==> src/rtl/hex_display_scheduler_if.sv <==
// Write-beat channel from one requester into the hex display scheduler.
// The requester drives the beat (valid, digit, value, blank); the scheduler
// answers with ready while that requester owns the display.
interface hex_display_scheduler_if;
    logic       valid;
    logic       ready;
    logic [2:0] digit;
    logic [3:0] value;
    logic       blank;

    modport master (output valid, digit, value, blank, input ready);
    modport slave  (input valid, digit, value, blank, output ready);
endinterface

==> src/rtl/hex_display_scheduler.sv <==
// Two-requester round-robin scheduler for a six-digit seven-segment display.
// A requester is granted ownership, streams up to MAX_BURST beats, and each
// legal beat updates one digit's nibble/blank registers. Segment outputs are
// a combinational decode of those registers.
module hex_display_scheduler #(
    parameter int         MAX_BURST  = 6,
    parameter logic [6:0] BLANK_CODE = 7'h7F
) (
    input  logic                          clk_clk,
    input  logic                          reset_reset_n,
    hex_display_scheduler_if.slave        req0,
    hex_display_scheduler_if.slave        req1,
    output logic [6:0]                    hex0,
    output logic [6:0]                    hex1,
    output logic [6:0]                    hex2,
    output logic [6:0]                    hex3,
    output logic [6:0]                    hex4,
    output logic [6:0]                    hex5,
    output logic [1:0]                    owner,
    output logic                          err_pulse
);
    localparam int         NUM_DIGITS  = 6;
    localparam logic [3:0] BURST_LIMIT = 4'(MAX_BURST);

    // The state encoding doubles as the owner output.
    typedef enum logic [1:0] {
        IDLE = 2'b00,
        OWN0 = 2'b01,
        OWN1 = 2'b10
    } state_t;

    state_t     state_q, state_d;
    logic [3:0] count_q, count_d;
    logic       last_q,  last_d;   // 0: requester0 served last, 1: requester1
    logic       err_q,   err_d;
    logic [3:0] value_q [NUM_DIGITS];
    logic [3:0] value_d [NUM_DIGITS];
    logic       blank_q [NUM_DIGITS];
    logic       blank_d [NUM_DIGITS];

    logic       accept;
    logic [2:0] beat_digit;
    logic [3:0] beat_value;
    logic       beat_blank;
    logic [6:0] hex_seg [NUM_DIGITS];

    // Active-low {g,f,e,d,c,b,a} pattern for one hex nibble.
    function automatic logic [6:0] seg_decode(input logic [3:0] nib);
        case (nib)
            4'h0: seg_decode = 7'h40;
            4'h1: seg_decode = 7'h79;
            4'h2: seg_decode = 7'h24;
            4'h3: seg_decode = 7'h30;
            4'h4: seg_decode = 7'h19;
            4'h5: seg_decode = 7'h12;
            4'h6: seg_decode = 7'h02;
            4'h7: seg_decode = 7'h78;
            4'h8: seg_decode = 7'h00;
            4'h9: seg_decode = 7'h10;
            4'hA: seg_decode = 7'h08;
            4'hB: seg_decode = 7'h03;
            4'hC: seg_decode = 7'h46;
            4'hD: seg_decode = 7'h21;
            4'hE: seg_decode = 7'h06;
            default: seg_decode = 7'h0E;
        endcase
    endfunction

    // Readies depend only on ownership, so they can never both be high.
    assign req0.ready = (state_q == OWN0);
    assign req1.ready = (state_q == OWN1);
    assign owner      = state_q;
    assign err_pulse  = err_q;

    // Beat from whichever requester currently owns the display.
    always_comb begin
        accept     = (req0.valid && req0.ready) || (req1.valid && req1.ready);
        beat_digit = (state_q == OWN1) ? req1.digit : req0.digit;
        beat_value = (state_q == OWN1) ? req1.value : req0.value;
        beat_blank = (state_q == OWN1) ? req1.blank : req0.blank;
    end

    // Arbitration, burst counting and digit register updates.
    always_comb begin
        state_d = state_q;
        count_d = count_q;
        last_d  = last_q;
        err_d   = 1'b0;
        value_d = value_q;
        blank_d = blank_q;

        case (state_q)
            IDLE: begin
                if (req0.valid && req1.valid) begin
                    state_d = last_q ? OWN0 : OWN1;
                    count_d = 4'd0;
                end else if (req0.valid) begin
                    state_d = OWN0;
                    count_d = 4'd0;
                end else if (req1.valid) begin
                    state_d = OWN1;
                    count_d = 4'd0;
                end
            end
            OWN0, OWN1: begin
                if (!accept) begin
                    // Owner dropped valid: release without recording a beat.
                    state_d = IDLE;
                    last_d  = (state_q == OWN1);
                end else begin
                    count_d = count_q + 4'd1;
                    if (count_q + 4'd1 == BURST_LIMIT) begin
                        state_d = IDLE;
                        last_d  = (state_q == OWN1);
                    end
                end
            end
            default: state_d = IDLE;
        endcase

        // Illegal digits still count as beats but only raise the error pulse.
        if (accept) begin
            if (beat_digit > 3'd5) begin
                err_d = 1'b1;
            end else begin
                blank_d[beat_digit] = beat_blank;
                if (!beat_blank) begin
                    value_d[beat_digit] = beat_value;
                end
            end
        end
    end

    // State and register file update; reset overrides any in-flight beat.
    always_ff @(posedge clk_clk) begin
        if (!reset_reset_n) begin
            state_q <= IDLE;
            count_q <= 4'd0;
            last_q  <= 1'b1;
            err_q   <= 1'b0;
            for (int i = 0; i < NUM_DIGITS; i++) begin
                value_q[i] <= 4'd0;
                blank_q[i] <= 1'b1;
            end
        end else begin
            state_q <= state_d;
            count_q <= count_d;
            last_q  <= last_d;
            err_q   <= err_d;
            value_q <= value_d;
            blank_q <= blank_d;
        end
    end

    // Per-digit segment decode.
    generate
        for (genvar gi = 0; gi < NUM_DIGITS; gi++) begin : g_digit
            assign hex_seg[gi] = blank_q[gi] ? BLANK_CODE : seg_decode(value_q[gi]);
        end
    endgenerate

    assign hex0 = hex_seg[0];
    assign hex1 = hex_seg[1];
    assign hex2 = hex_seg[2];
    assign hex3 = hex_seg[3];
    assign hex4 = hex_seg[4];
    assign hex5 = hex_seg[5];
endmodule

==> src/flat_wrapper.sv <==
// flat-port wrapper written by rule: the top's interface ports become plain ports
module hex_display_scheduler_flat 
#(
    parameter int         MAX_BURST  = 6,
    parameter logic [6:0] BLANK_CODE = 7'h7F
)
  (clk_clk, reset_reset_n, hex0, hex1, hex2, hex3, hex4, hex5, owner, err_pulse, req0_valid, req0_digit, req0_value, req0_blank, req0_ready, req1_valid, req1_digit, req1_value, req1_blank, req1_ready);
  hex_display_scheduler_if req0_i ();
  hex_display_scheduler_if req1_i ();
  input  logic clk_clk;
  input  logic reset_reset_n;
  output logic [6:0] hex0;
  output logic [6:0] hex1;
  output logic [6:0] hex2;
  output logic [6:0] hex3;
  output logic [6:0] hex4;
  output logic [6:0] hex5;
  output logic [1:0] owner;
  output logic err_pulse;
  input wire logic [$bits(req0_i.valid)-1:0] req0_valid;
  input wire logic [$bits(req0_i.digit)-1:0] req0_digit;
  input wire logic [$bits(req0_i.value)-1:0] req0_value;
  input wire logic [$bits(req0_i.blank)-1:0] req0_blank;
  output wire logic [$bits(req0_i.ready)-1:0] req0_ready;
  input wire logic [$bits(req1_i.valid)-1:0] req1_valid;
  input wire logic [$bits(req1_i.digit)-1:0] req1_digit;
  input wire logic [$bits(req1_i.value)-1:0] req1_value;
  input wire logic [$bits(req1_i.blank)-1:0] req1_blank;
  output wire logic [$bits(req1_i.ready)-1:0] req1_ready;
  assign req0_i.valid = req0_valid;
  assign req0_i.digit = req0_digit;
  assign req0_i.value = req0_value;
  assign req0_i.blank = req0_blank;
  assign req0_ready = req0_i.ready;
  assign req1_i.valid = req1_valid;
  assign req1_i.digit = req1_digit;
  assign req1_i.value = req1_value;
  assign req1_i.blank = req1_blank;
  assign req1_ready = req1_i.ready;
  hex_display_scheduler #(.MAX_BURST(MAX_BURST), .BLANK_CODE(BLANK_CODE)) u_core (.clk_clk(clk_clk), .reset_reset_n(reset_reset_n), .req0(req0_i), .req1(req1_i), .hex0(hex0), .hex1(hex1), .hex2(hex2), .hex3(hex3), .hex4(hex4), .hex5(hex5), .owner(owner), .err_pulse(err_pulse));
endmodule
==> config.mk <==
export PLATFORM = sky130hd
export DESIGN_NAME = hex_display_scheduler_flat
export DESIGN_NICKNAME = d
export VERILOG_FILES = /design/src/rtl/hex_display_scheduler_if.sv /design/src/rtl/hex_display_scheduler.sv /design/src/flat_wrapper.sv
export SDC_FILE = /design/constraint.sdc
export NUM_CORES = 1
export LEC_CHECK = 0
export BUFFER_PORTS_ARGS = -buffer_cell sky130_fd_sc_hd__buf_2
export CORE_MARGIN = 8
export CORE_UTILIZATION = 58
export DETAILED_ROUTE_END_ITERATION = 8
export PLACE_DENSITY_LB_ADDON = 0.12
export SLEW_MARGIN = 40
export SYNTH_ARGS = -nofsm -noshare
export SYNTH_HDL_FRONTEND = slang
export SYNTH_SLANG_ARGS = --single-unit
==> constraint.sdc <==
create_clock -name clk_clk -period 3.2 [get_ports clk_clk]
set_clock_uncertainty 0.15 [all_clocks]
set_input_delay 0.64 -clock clk_clk [delete_from_list [all_inputs] [get_ports clk_clk]]
set_output_delay 0.64 -clock clk_clk [all_outputs]
set_load 0.02 [all_outputs]
Word-level counts from Yosys, hierarchy flattened
Memories as Yosys holds them, arrays and structs flattened. A register that Yosys moved wholly into a read port is not among the register bits.
Cells that the tools add are included.
{"block": "classes", "add_sub_neg": 1, "order_cmp": 3, "n_eq_ne": 7, "n_mux": 42, "bitwise_logic": 3, "reduce_logical": 14}
{"op": "$mux 4", "n": 18}
{"op": "$mux 7", "n": 6}
{"op": "$bwmux 24", "n": 1}
{"op": "$demux 4 s3", "n": 1}
{"op": "$mux 2", "n": 6}
{"op": "$pmux 4 s2", "n": 1}
{"op": "$reduce_and 2->1", "n": 4}
{"op": "$bwmux 6", "n": 1}
{"op": "$reduce_and 3->1", "n": 2}
{"op": "$mux 1", "n": 5}
{"op": "$add 4x1->4 const B", "n": 1}
{"op": "$eq 4x3->1 const B", "n": 1}
{"op": "$ge 4x4->1 const B", "n": 1}
{"op": "$logic_and 1x1->1", "n": 4}
{"op": "$lt 4x1->1 const B", "n": 1}
{"op": "$ne 4x3->1 const B", "n": 1}
{"op": "$not 3->4", "n": 1}
{"op": "$pmux 2 s2", "n": 1}
{"op": "$demux 1 s3", "n": 1}
{"op": "$gt 3x3->1 const B", "n": 1}
{"op": "$mux 3", "n": 1}
{"op": "$ne 3x3->1 const B", "n": 1}
{"op": "$eq 2x1->1 const B", "n": 1}
{"op": "$eq 2x2->1 const B", "n": 1}
{"op": "other kinds (7)", "n": 8}
{"block": "word_totals", "reg_bits": 38, "romBits": 672, "input_bits": 20, "output_inout_bits": 47, "word_cells": 92, "mem_count": 6}
{"name": "(name not given)", "words": 16, "word_bits": 7, "read_ports": 1, "rd_clocked_by_memory_dff": 1, "wr": 0, "line": "hex_display_scheduler.sv:49", "source": "case (nib)"}
{"name": "(name not given)", "words": 16, "word_bits": 7, "read_ports": 1, "rd_clocked_by_memory_dff": 1, "wr": 0, "line": "hex_display_scheduler.sv:49"}
{"name": "(name not given)", "words": 16, "word_bits": 7, "read_ports": 1, "rd_clocked_by_memory_dff": 1, "wr": 0, "line": "hex_display_scheduler.sv:49"}
{"name": "(name not given)", "words": 16, "word_bits": 7, "read_ports": 1, "rd_clocked_by_memory_dff": 1, "wr": 0, "line": "hex_display_scheduler.sv:49"}
{"name": "(name not given)", "words": 16, "word_bits": 7, "read_ports": 1, "rd_clocked_by_memory_dff": 1, "wr": 0, "line": "hex_display_scheduler.sv:49"}
{"name": "(name not given)", "words": 16, "word_bits": 7, "read_ports": 1, "rd_clocked_by_memory_dff": 1, "wr": 0, "line": "hex_display_scheduler.sv:49"}

Logic depth before layout (Yosys ltp)
Gate-level depths: netlist (run 1).
{"block": "depth", "ltp_word": 10, "ltp_mapped": 13, "mapped_depth_nobuf": 12}

Worst setup path after synthesis (run 1)
OpenSTA, ideal clock, no wires.
{"block": "synth_path", "path_kind": "register to register", "startpoint": "register u_core.state_q[0] (netlist: u_core.owner[0])", "endpoint": "register with a tool-made name", "setup_ns": 0.117, "arrival_time_ns": 2.862, "t_required_ns": 2.933, "path_slack_ns": 0.071, "path_stages_with_launch": 13, "period_less_slack_ns": 3.129, "path_cell_list": "dfxtp_1 -> inv_1 -> ha_1 -> or3_1 -> a21oi_2 -> and2_1 -> buf_4 -> mux2i_1 -> nor2_1 -> inv_1 -> ha_1 -> o221ai_2 -> a32o_1"}
{"element": "from (decl)", "line": "hex_display_scheduler.sv:32", "source": "state_t state_q, state_d;"}
{"element": "from (signal assigned)", "line": "hex_display_scheduler.sv:146", "source": "state_q <= state_d;"}

==> results of run 1 <==
## how the worst max path moves through the flow
stage	endpoint	cells after the start	slack, ns	start
after floorplan	register	12	0.07	u_core.owner[0]
after global placement	register	11	0.16	u_core.owner[0]
after detailed placement	register	11	0.03	u_core.owner[0]
after CTS	register	11	0.002	u_core.owner[0]
after global routing	register	10	0.01	u_core.owner[0]
final	register	10	0.18	u_core.owner[0]
## Yosys cell counts (all sizes together), types with 2 or more instances
master | instances | area share, %
nand2b | 6 | 0.96
a21o | 5 | 1.1
o21a | 8 | 1.3
or3 | 8 | 1.1
dfxtp | 80 | 34
inv | 37 | 3.1
a221o | 4 | 0.85
a21oi | 25 | 2.8
o31ai | 2 | 0.32
ha | 41 | 11
nand3 | 9 | 0.96
mux2 | 11 | 3.2
or3b | 3 | 0.67
nor2 | 36 | 3.7
o22ai | 22 | 3.1
buf | 9 | 1.7
xnor2 | 4 | 0.75
a32o | 7 | 1.5
o221ai | 2 | 0.51
o21ai | 15 | 1.6
a221oi | 2 | 0.37
and2 | 4 | 0.53
mux2i | 51 | 11
a211oi | 4 | 0.75
a22oi | 2 | 0.32
clkbuf | 4 | 0.32
nor2b | 2 | 0.27
or2 | 46 | 6.1
and3 | 5 | 0.67
nand2 | 38 | 3.0
## what timing repair did
item                                    CTS  global route
resized for setup                         0             4
buffers inserted                          0             0
endpoints found under the setup margin    0            31
## report_power, final
| group | leakage (nW) | total [W] | internal, W | switching, W |
|---|---|---|---|---|
| combinational | 1.50 | 0.000292 | 0.000119 | 0.000173 |
| sequential | 0.646 | 0.00103 | 0.00102 | 0.0000117 |
| clock | 0.108 | 0.000806 | 0.000440 | 0.000365 |
| total | 2.26 | 0.00213 | 0.00158 | 0.000550 |
## routing by layer
layer | track usage [%] | part of all wire [%]
met5 | 0 | 0
met4 | 8.44 | 2.4
met3 | 4.23 | 4.4
met2 | 31.5 | 51
met1 | 19.8 | 42
## cell type report
class	instances	area, µm²
Multi-Input combinational cell	372	2860
Fill cell	675	2560
Sequential cell	80	1600
Timing Repair Buffer	87	488
Inverter	38	153
Clock buffer	11	131
Tap cell	105	131
Clock inverter	5	78.8
## cells by family after synthesis
| family | synth area share, % |
|---|---|
| mux | 14.5 |
| xor+xnor | 0.747 |
| simple gates | 18.8 |
| buf+inv | 5.25 |
| compound gates | 15.6 |
| fa+ha+maj | 10.9 |
| flops | 34.1 |
## through the flow
stage | total power, W | setup WS [ns] | cells | utilization, %
floorplan | 0.00126 | 0.0707 | 503 | -
global placement | 0.00133 | 0.164 | 682 | 65.1
detailed placement | 0.00134 | 0.0348 | 682 | 65.1
CTS | 0.00214 | 0.00218 | 698 | 67.8
global route | 0.00222 | 0.0103 | 698 | 68.0
finish | 0.00213 | 0.182 | 698 | 68.0
==> impl_metrics.env, run 1 <==
export IMPL_status="finished clean"
export IMPL_path_max_fanout=9
export IMPL_synth_edf_count=0
export IMPL_cts_buffers=9
export IMPL_required_ns=3.30
export IMPL_grt_pass1_wl_um=16800
export IMPL_nNetsFinal=649
export IMPL_num_vias=3781
export IMPL_dieArea_um2=11200
export IMPL_drt_initial_drc_count=108
export IMPL_slew_headroom_pct=65.6
export IMPL_yosysUniqueCellTypes=59
export IMPL_syn_area_per_cell_um2=9.33
export IMPL_critical_path_top_delay_family="simple AND/OR/NAND/NOR gates"
export IMPL_area_delta_synth_final_pct=16.1
export IMPL_power_density_nw_per_um2=390
export IMPL_finalMaxSlewViolations=0
export IMPL_rsz0062_at_grt="no"
export IMPL_grt_max_degree=17
export IMPL_reg2regPathDepth=10
export IMPL_holdWs_ns=0.324
export IMPL_ant_nets=0
export IMPL_root_buffer="clkbuf_8"
export IMPL_drtPass1Iterations=4
export IMPL_antenna_cells=0
export IMPL_avgRoutedWirePerCell_um=14.1
export IMPL_total_leakage_power_nw=2.26
export IMPL_hold_path_class="reg -> reg"
export IMPL_final_common_cell="dfxtp_1"
export IMPL_min_to="u_core.value_q[16]"
export IMPL_setup_viol=0
export IMPL_cts_tree="done"
export IMPL_synth_seq_area_share_pct=34.1
export IMPL_cp_cell_sequence="inv_1 > ha_4 > or3_1 > a21o_4 > nor2_8 > mux2i_1 > nor2_1 > inv_1 > ha_1 > a221o_1"
export IMPL_tightest_slew_ns=0.505
export IMPL_coreArea_um2=8010
export IMPL_hp_start="u_core.value_q[16]"
export IMPL_synth_area_um2=4690
export IMPL_design_area_um2=5450
export IMPL_worst_setup_path_type="reg -> reg"
export IMPL_fmax_mhz=331
export IMPL_clk_path_buf_depth=2
export IMPL_worstPathArrival_ns=3.12
export IMPL_final_cell_mix="dfxtp_1 (80), buf_2 (66), mux2i_1 (48)"
export IMPL_place_congestion=0.847
export IMPL_antenna_found_initial=0
export IMPL_cp_common_cell="inv_1"
export IMPL_synth_seq_cells=80
export IMPL_ctsHoldBuffers=0
export IMPL_grt_pass1_vias=3692
export IMPL_finalWirelength_um=9820
export IMPL_synth_nets=564
export IMPL_reg2reg_slack_ns=0.18
export IMPL_layout_drive_gt1_share_pct=30.7
export IMPL_fp_dieW_um=106
export IMPL_clk_latency_ns=0.35
export IMPL_cap_violations=0
export IMPL_ios=67
export IMPL_grt_usage_pct=17.9
export IMPL_place_area_um2=5220
export IMPL_slowest_stage="or3_1"
export IMPL_clk_pin_slew_ns=0.08
export IMPL_fp_row_count=33
export IMPL_synthArstFlopShare_pct=0
export IMPL_r2r_start="u_core.owner[0]"
export IMPL_initial_core_util_pct=58.6
export IMPL_syn_inst=503
export IMPL_fin_crit_ns=3.02
export IMPL_synth_ff_type="dfxtp_1"
export IMPL_finalCritPeriodShare_pct=94.3
export IMPL_worstHoldPathCells=1
export IMPL_clock_sinks=80
export IMPL_htree_num_levels=3
export IMPL_max_stage_delay_ns=0.44
export IMPL_dp_hpwl_um=7640
export IMPL_startpoint_type="register"
export IMPL_drc_errors=0
export IMPL_vdd_drop_max_mv=0.215
export IMPL_dieHeight_um=106
export IMPL_hold_violations=0
export IMPL_path_buf_inv=2
export IMPL_portBuffers=66
export IMPL_grt_ovfl_total=0
export IMPL_yosys_warnings=0
export IMPL_vias_per_cell=5.42
export IMPL_finalSetupTns_ns=0
export IMPL_crit_path_end_kind="register"
(Power assumes the default switching activity.)
==> inputs of run 2 (changes only) <==
--- a/config.mk
+++ b/config.mk
@@ -6,8 +6,10 @@
 export NUM_CORES = 1
 export LEC_CHECK = 0
 export BUFFER_PORTS_ARGS = -buffer_cell sky130_fd_sc_hd__buf_2
+export CELL_PAD_IN_SITES_DETAIL_PLACEMENT = 2
+export CELL_PAD_IN_SITES_GLOBAL_PLACEMENT = 2
 export CORE_MARGIN = 8
-export CORE_UTILIZATION = 58
+export CORE_UTILIZATION = 36
 export DETAILED_ROUTE_END_ITERATION = 8
 export PLACE_DENSITY_LB_ADDON = 0.12
 export SLEW_MARGIN = 40
==> impl_metrics.env, run 2 (same netlist as run 1, synthesis figures left out) <==
export IMPL_cts_tree="done"
export IMPL_root_buffer="clkbuf_16"
export IMPL_slew_headroom_pct=65.5
export IMPL_grt_pass1_vias=4373
export IMPL_total_leakage_power_nw=2.33
export IMPL_grt_usage_pct=16.8
export IMPL_fmax_mhz=335
export IMPL_worstPathArrival_ns=3.11
export IMPL_setup_viol=0
export IMPL_finalSetupTns_ns=0
export IMPL_drt_initial_drc_count=101
export IMPL_ctsHoldBuffers=0
export IMPL_final_common_cell="dfxtp_1"
export IMPL_design_area_um2=5710
export IMPL_p_comb_share_pct=12.8
export IMPL_cts_buffers=9
export IMPL_final_cell_mix="dfxtp_1 (80), buf_2 (66), mux2i_1 (47)"
export IMPL_fp_dieW_um=130
export IMPL_final_core_util_pct=45.1
export IMPL_ios=67
export IMPL_grt_ovfl_total=0
export IMPL_dieArea_um2=16900
export IMPL_finalWirelength_um=13500
export IMPL_dieHeight_um=130
export IMPL_stdcell_count=771
export IMPL_clk_latency_ns=0.34
export IMPL_required_ns=3.32
export IMPL_p_int_w=0.00185
export IMPL_reg2regPathDepth=12
export IMPL_power_density_nw_per_um2=431
export IMPL_nNetsFinal=655
export IMPL_status="finished clean"
export IMPL_fp_row_count=41
export IMPL_finalCritPeriodShare_pct=93.4
export IMPL_coreArea_um2=12700
export IMPL_antenna_found_initial=0
export IMPL_worst_setup_path_type="reg -> reg"
export IMPL_avgRoutedWirePerCell_um=17.6
export IMPL_drtPass1Iterations=5
export IMPL_vdd_drop_max_mv=0.371
export IMPL_cap_violations=0
export IMPL_grt_max_degree=24
export IMPL_num_vias=3931
export IMPL_hp_start="u_core.value_q[4]"
export IMPL_seqPwrFrac_pct=41.9
export IMPL_min_to="u_core.value_q[4]"
export IMPL_antenna_cells=0
export IMPL_ant_nets=0
export IMPL_p_clk_share_pct=45.3
export IMPL_dp_cells=750
export IMPL_area_delta_synth_final_pct=21.7
export IMPL_worstHoldPathCells=1
export IMPL_finalMaxSlewViolations=0
export IMPL_initial_core_util_pct=37.0
export IMPL_portBuffers=66
export IMPL_layout_drive_gt1_share_pct=32.2
export IMPL_drc_errors=0
export IMPL_htree_num_levels=3
export IMPL_reg2reg_slack_ns=0.21
export IMPL_fin_crit_ns=2.99
export IMPL_crit_path_end_kind="register"
export IMPL_path_max_fanout=18
export IMPL_vias_per_cell=5.10
export IMPL_tightest_slew_ns=0.507
export IMPL_place_area_um2=5320
export IMPL_startpoint_type="register"
export IMPL_clk_path_buf_depth=2
export IMPL_clk_pin_slew_ns=0.06
export IMPL_dp_hpwl_um=10500
export IMPL_hold_path_class="reg -> reg"
export IMPL_grt_pass1_wl_um=22200
export IMPL_hold_violations=0
export IMPL_clock_sinks=80
export IMPL_p_sw_share_pct=24.9
export IMPL_p_sw_w=0.000613
export IMPL_place_congestion=0.814
export IMPL_rsz0062_at_grt="no"
export IMPL_r2r_start="u_core.owner[0]"
run 2: cell types whose count changed in the layout (fill, tap and decap cells not counted), sizes merged:
cell / previous run / this run
buf: 87 / 93
clkbuf: 11 / 13
clkinv: 3 / 2
inv: 38 / 37
run 2: area by class of cell:
type / count / area (µm²)
Multi-Input combinational cell: 372 / 2880
Tap cell: 172 / 215
Inverter: 38 / 153
Clock inverter: 3 / 65.1
Clock buffer: 13 / 250
Timing Repair Buffer: 93 / 546
Fill cell: 1435 / 6960
Sequential cell: 80 / 1600
run 2: metal layers:
layer	up-vias	share of wire [%]	track usage, %	wire (µm)
met1	1925	40	17.3	5440
met2	53	55	32.4	7430
met4	0	1.8	6.83	246
met5	-	0	0	0
met3	18	3.1	3.06	425
li1	1935	-	-	-
run 2: critical path: stages (launching register included):
cell and delay [ns]:
dfxtp_1 0.34, inv_1 0.09, ha_2 0.24, buf_12 0.17
or2b_1 0.28, o32a_2 0.25, nor2_4 0.21, mux2i_2 0.29
nor2_1 0.12, buf_4 0.17, ha_1 0.17, or3_1 0.35
o21ai_0 0.07
run 2: how the worst max path moves through the flow:
| stage | endpoint | startpoint | slack, ns |
|---|---|---|---|
| floorplan | register | u_core.owner[0] | 0.07 |
| global placement | register | u_core.owner[1] | 0.21 |
| detailed placement | register | u_core.owner[0] | 0.07 |
| CTS | register | u_core.owner[0] | 0.05 |
| global route | register | u_core.owner[0] | 0.03 |
| finish | register | u_core.owner[0] | 0.21 |
run 2: timing repair:
item                                   in CTS  in global routing
setup endpoints to repair                   0                 27
gates resized for setup                     0                 10
buffers inserted                            0                  5
endpoints found under the hold margin       0                  0
run 2: power groups by stage:
stage	Clock [W]	Sequential, W	Combinational (W)
2_1_floorplan	0	0.00105	0.000203
3_3_place_gp	0	0.00105	0.000300
3_5_place_dp	0	0.00105	0.000312
4_1_cts	0.00114	0.00103	0.000313
5_1_grt	0.00118	0.00103	0.000344
6_report	0.00111	0.00103	0.000315
run 2: through the flow:
stage,setup slack (ns),power [W],hold slack (ns)
global route,0.0343,0.00256,0.350
detailed placement,0.0740,0.00136,0.316
global placement,0.207,0.00135,0.298
finish,0.211,0.00246,0.326
floorplan,0.0707,0.00126,0.291
CTS,0.0471,0.00249,0.331
==> inputs of run 3 (changes only) <==
--- a/config.mk
+++ b/config.mk
@@ -5,11 +5,12 @@
 export SDC_FILE = /design/constraint.sdc
 export NUM_CORES = 1
 export LEC_CHECK = 0
+export ABC_AREA = 1
 export BUFFER_PORTS_ARGS = -buffer_cell sky130_fd_sc_hd__buf_2
 export CELL_PAD_IN_SITES_DETAIL_PLACEMENT = 2
 export CELL_PAD_IN_SITES_GLOBAL_PLACEMENT = 2
 export CORE_MARGIN = 8
-export CORE_UTILIZATION = 36
+export CORE_UTILIZATION = 32
 export DETAILED_ROUTE_END_ITERATION = 8
 export PLACE_DENSITY_LB_ADDON = 0.12
 export SLEW_MARGIN = 40
==> impl_metrics.env, run 3 <==
export IMPL_fp_dieW_um=138
export IMPL_num_vias=4584
export IMPL_fillCellCount=1753
export IMPL_clk_latency_ns=0.34
export IMPL_slew_headroom_pct=53.0
export IMPL_multiInputGateArea_um2=2790
export IMPL_setup_viol=0
export IMPL_avgRoutedWirePerCell_um=15.6
export IMPL_dieHeight_um=138
export IMPL_grt_pass1_vias=5002
export IMPL_coreArea_um2=14500
export IMPL_place_congestion=0.782
export IMPL_stdcell_count=948
export IMPL_cts_tree="done"
export IMPL_crit_path_end_kind="register"
export IMPL_fp_row_count=44
export IMPL_yosys_warnings=0
export IMPL_synthTopCellsByCount="nand2_1 (205), inv_1 (88), nand3_1 (84), dfxtp_1 (80), or2_2 (48)"
export IMPL_dieArea_um2=19100
export IMPL_clk_pin_slew_ns=0.06
export IMPL_yosysMostFrequentCell="nand2_1"
export IMPL_grt_max_degree=22
export IMPL_fin_crit_ns=2.97
export IMPL_nNetsFinal=823
export IMPL_hold_path_class="reg -> reg"
export IMPL_htree_num_levels=3
export IMPL_synth_top_area_share_pct=33.6
export IMPL_finalCritPeriodShare_pct=92.8
export IMPL_path_max_fanout=12
export IMPL_cts_buffers=9
export IMPL_worstPathArrival_ns=3.06
export IMPL_synth_seq_area_share_pct=33.6
export IMPL_dp_cells=927
export IMPL_antenna_cells=0
export IMPL_synth_ff_type="dfxtp_1"
export IMPL_place_area_um2=5330
export IMPL_vias_per_cell=4.84
export IMPL_grt_ovfl_total=0
export IMPL_total_leakage_power_nw=2.90
export IMPL_worst_setup_path_type="reg -> reg"
export IMPL_syn_inst=680
export IMPL_synth_area_leaders="dfxtp_1 (34%), nand2_1 (16%), ha_1 (11%)"
export IMPL_synth_seq_cells=80
export IMPL_root_buffer="clkbuf_16"
export IMPL_required_ns=3.29
export IMPL_cap_violations=0
export IMPL_drc_errors=0
export IMPL_layout_drive_gt1_share_pct=26.3
export IMPL_ios=67
export IMPL_final_cell_mix="nand2_1 (203), inv_1 (87), dfxtp_1 (80)"
export IMPL_synthArstFlopShare_pct=0
export IMPL_final_common_cell="nand2_1"
export IMPL_antenna_found_initial=0
export IMPL_clk_path_buf_depth=2
export IMPL_startpoint_type="register"
export IMPL_tightest_slew_ns=0.705
export IMPL_fmax_mhz=337
export IMPL_post_synth_top_area_cell="dfxtp_1"
export IMPL_synth_area_um2=4770
export IMPL_drt_initial_drc_count=102
export IMPL_synth_nets=741
export IMPL_power_density_nw_per_um2=412
export IMPL_regArea_um2=1600
export IMPL_vdd_drop_max_mv=0.215
export IMPL_design_area_um2=5700
export IMPL_finalMaxSlewViolations=0
export IMPL_finalSetupTns_ns=0
export IMPL_final_core_util_pct=39.2
export IMPL_ant_nets=0
export IMPL_synth_edf_count=0
export IMPL_portBuffers=66
export IMPL_hold_violations=0
export IMPL_yosysUniqueCellTypes=25
export IMPL_initial_core_util_pct=32.8
export IMPL_finalWirelength_um=14800
export IMPL_dp_hpwl_um=11000
export IMPL_grt_usage_pct=15.6
export IMPL_syn_area_per_cell_um2=7.01
export IMPL_drtPass1Iterations=4
export IMPL_area_delta_synth_final_pct=19.7
export IMPL_grt_pass1_wl_um=25000
export IMPL_status="finished clean"
export IMPL_clock_sinks=80
==> run 3: cell type report <==
type | count | share of cell area, %
sequential | 80 | 28.1
clock inverter | 1 | 0.0877
multi-input combinational | 491 | 49.0
clock buffer | 12 | 4.50
inverter | 99 | 6.56
timing repair buffer | 81 | 7.76
tap | 184 | 4.04
==> run 3: where the power goes <==
| part | leakage (nW) | internal (W) | switching [W] | total (W) |
|---|---|---|---|---|
| clock network | 0.130 | 0.000554 | 0.000405 | 0.000960 |
| registers | 0.646 | 0.00103 | 0.0000149 | 0.00104 |
| logic | 2.12 | 0.000107 | 0.000240 | 0.000347 |
| total | 2.90 | 0.00169 | 0.000660 | 0.00235 |
==> run 3: final timing paths <==
path | from | endpoint | slack (ns) | depth (start not counted)
min | u_core.last_q | u_core.last_q | 0.33 | 2
max reg2reg | u_core.owner[0] | register | 0.23 | 14
min reg2reg | u_core.last_q | u_core.last_q | 0.33 | 2
max | u_core.owner[0] | register | 0.23 | 14
==> run 3: cells by family after synthesis <==
| group | Yosys count | synth area share [%] |
|---|---|---|
| xor+xnor | 2 | 0.368 |
| buf+inv | 111 | 9.08 |
| compound gates | 33 | 3.78 |
| simple gates | 412 | 42.2 |
| fa+ha+maj | 41 | 10.8 |
| mux | 1 | 0.210 |
| flops | 80 | 33.6 |
==> run 3: metal layers <==
metal	vias to the layer above	track usage, %	wire length [µm]
li1	2307	-	-
met5	-	0	0
met4	0	5.32	191
met1	2218	17.9	6480
met2	48	28.4	7730
met3	11	2.67	406
==> run 3: critical path, stage by stage, from the launching register on <==
cell and delay (ns):
dfxtp_1 0.38, inv_1 0.08, ha_1 0.25, buf_4 0.19, or2_2 0.38, o21ai_4 0.17
buf_4 0.17, nand3_1 0.08, nand3_1 0.24, inv_1 0.14, ha_1 0.30, inv_1 0.09
nand4_1 0.10, nand3_1 0.09, nand2_1 0.05
==> run 3: through the flow <==
step / total power (W) / setup slack (ns) / hold WS [ns]
2_1_floorplan: 0.00129 / 0.388 / 0.287
3_3_place_gp: 0.00138 / 0.135 / 0.318
3_5_place_dp: 0.00139 / -0.00338 / 0.320
4_1_cts: 0.00237 / 0.0162 / 0.336
5_1_grt: 0.00246 / -0.0223 / 0.365
6_report: 0.00235 / 0.230 / 0.328
==> run 3: what timing repair did <==
item | in CTS | in global routing
cloned | 1 | 1
pin swaps | 0 | 1
buffers inserted | 0 | 6
gates resized for setup | 0 | 13
hold buffers | 0 | 0
endpoints found under the setup margin | 7 | 24
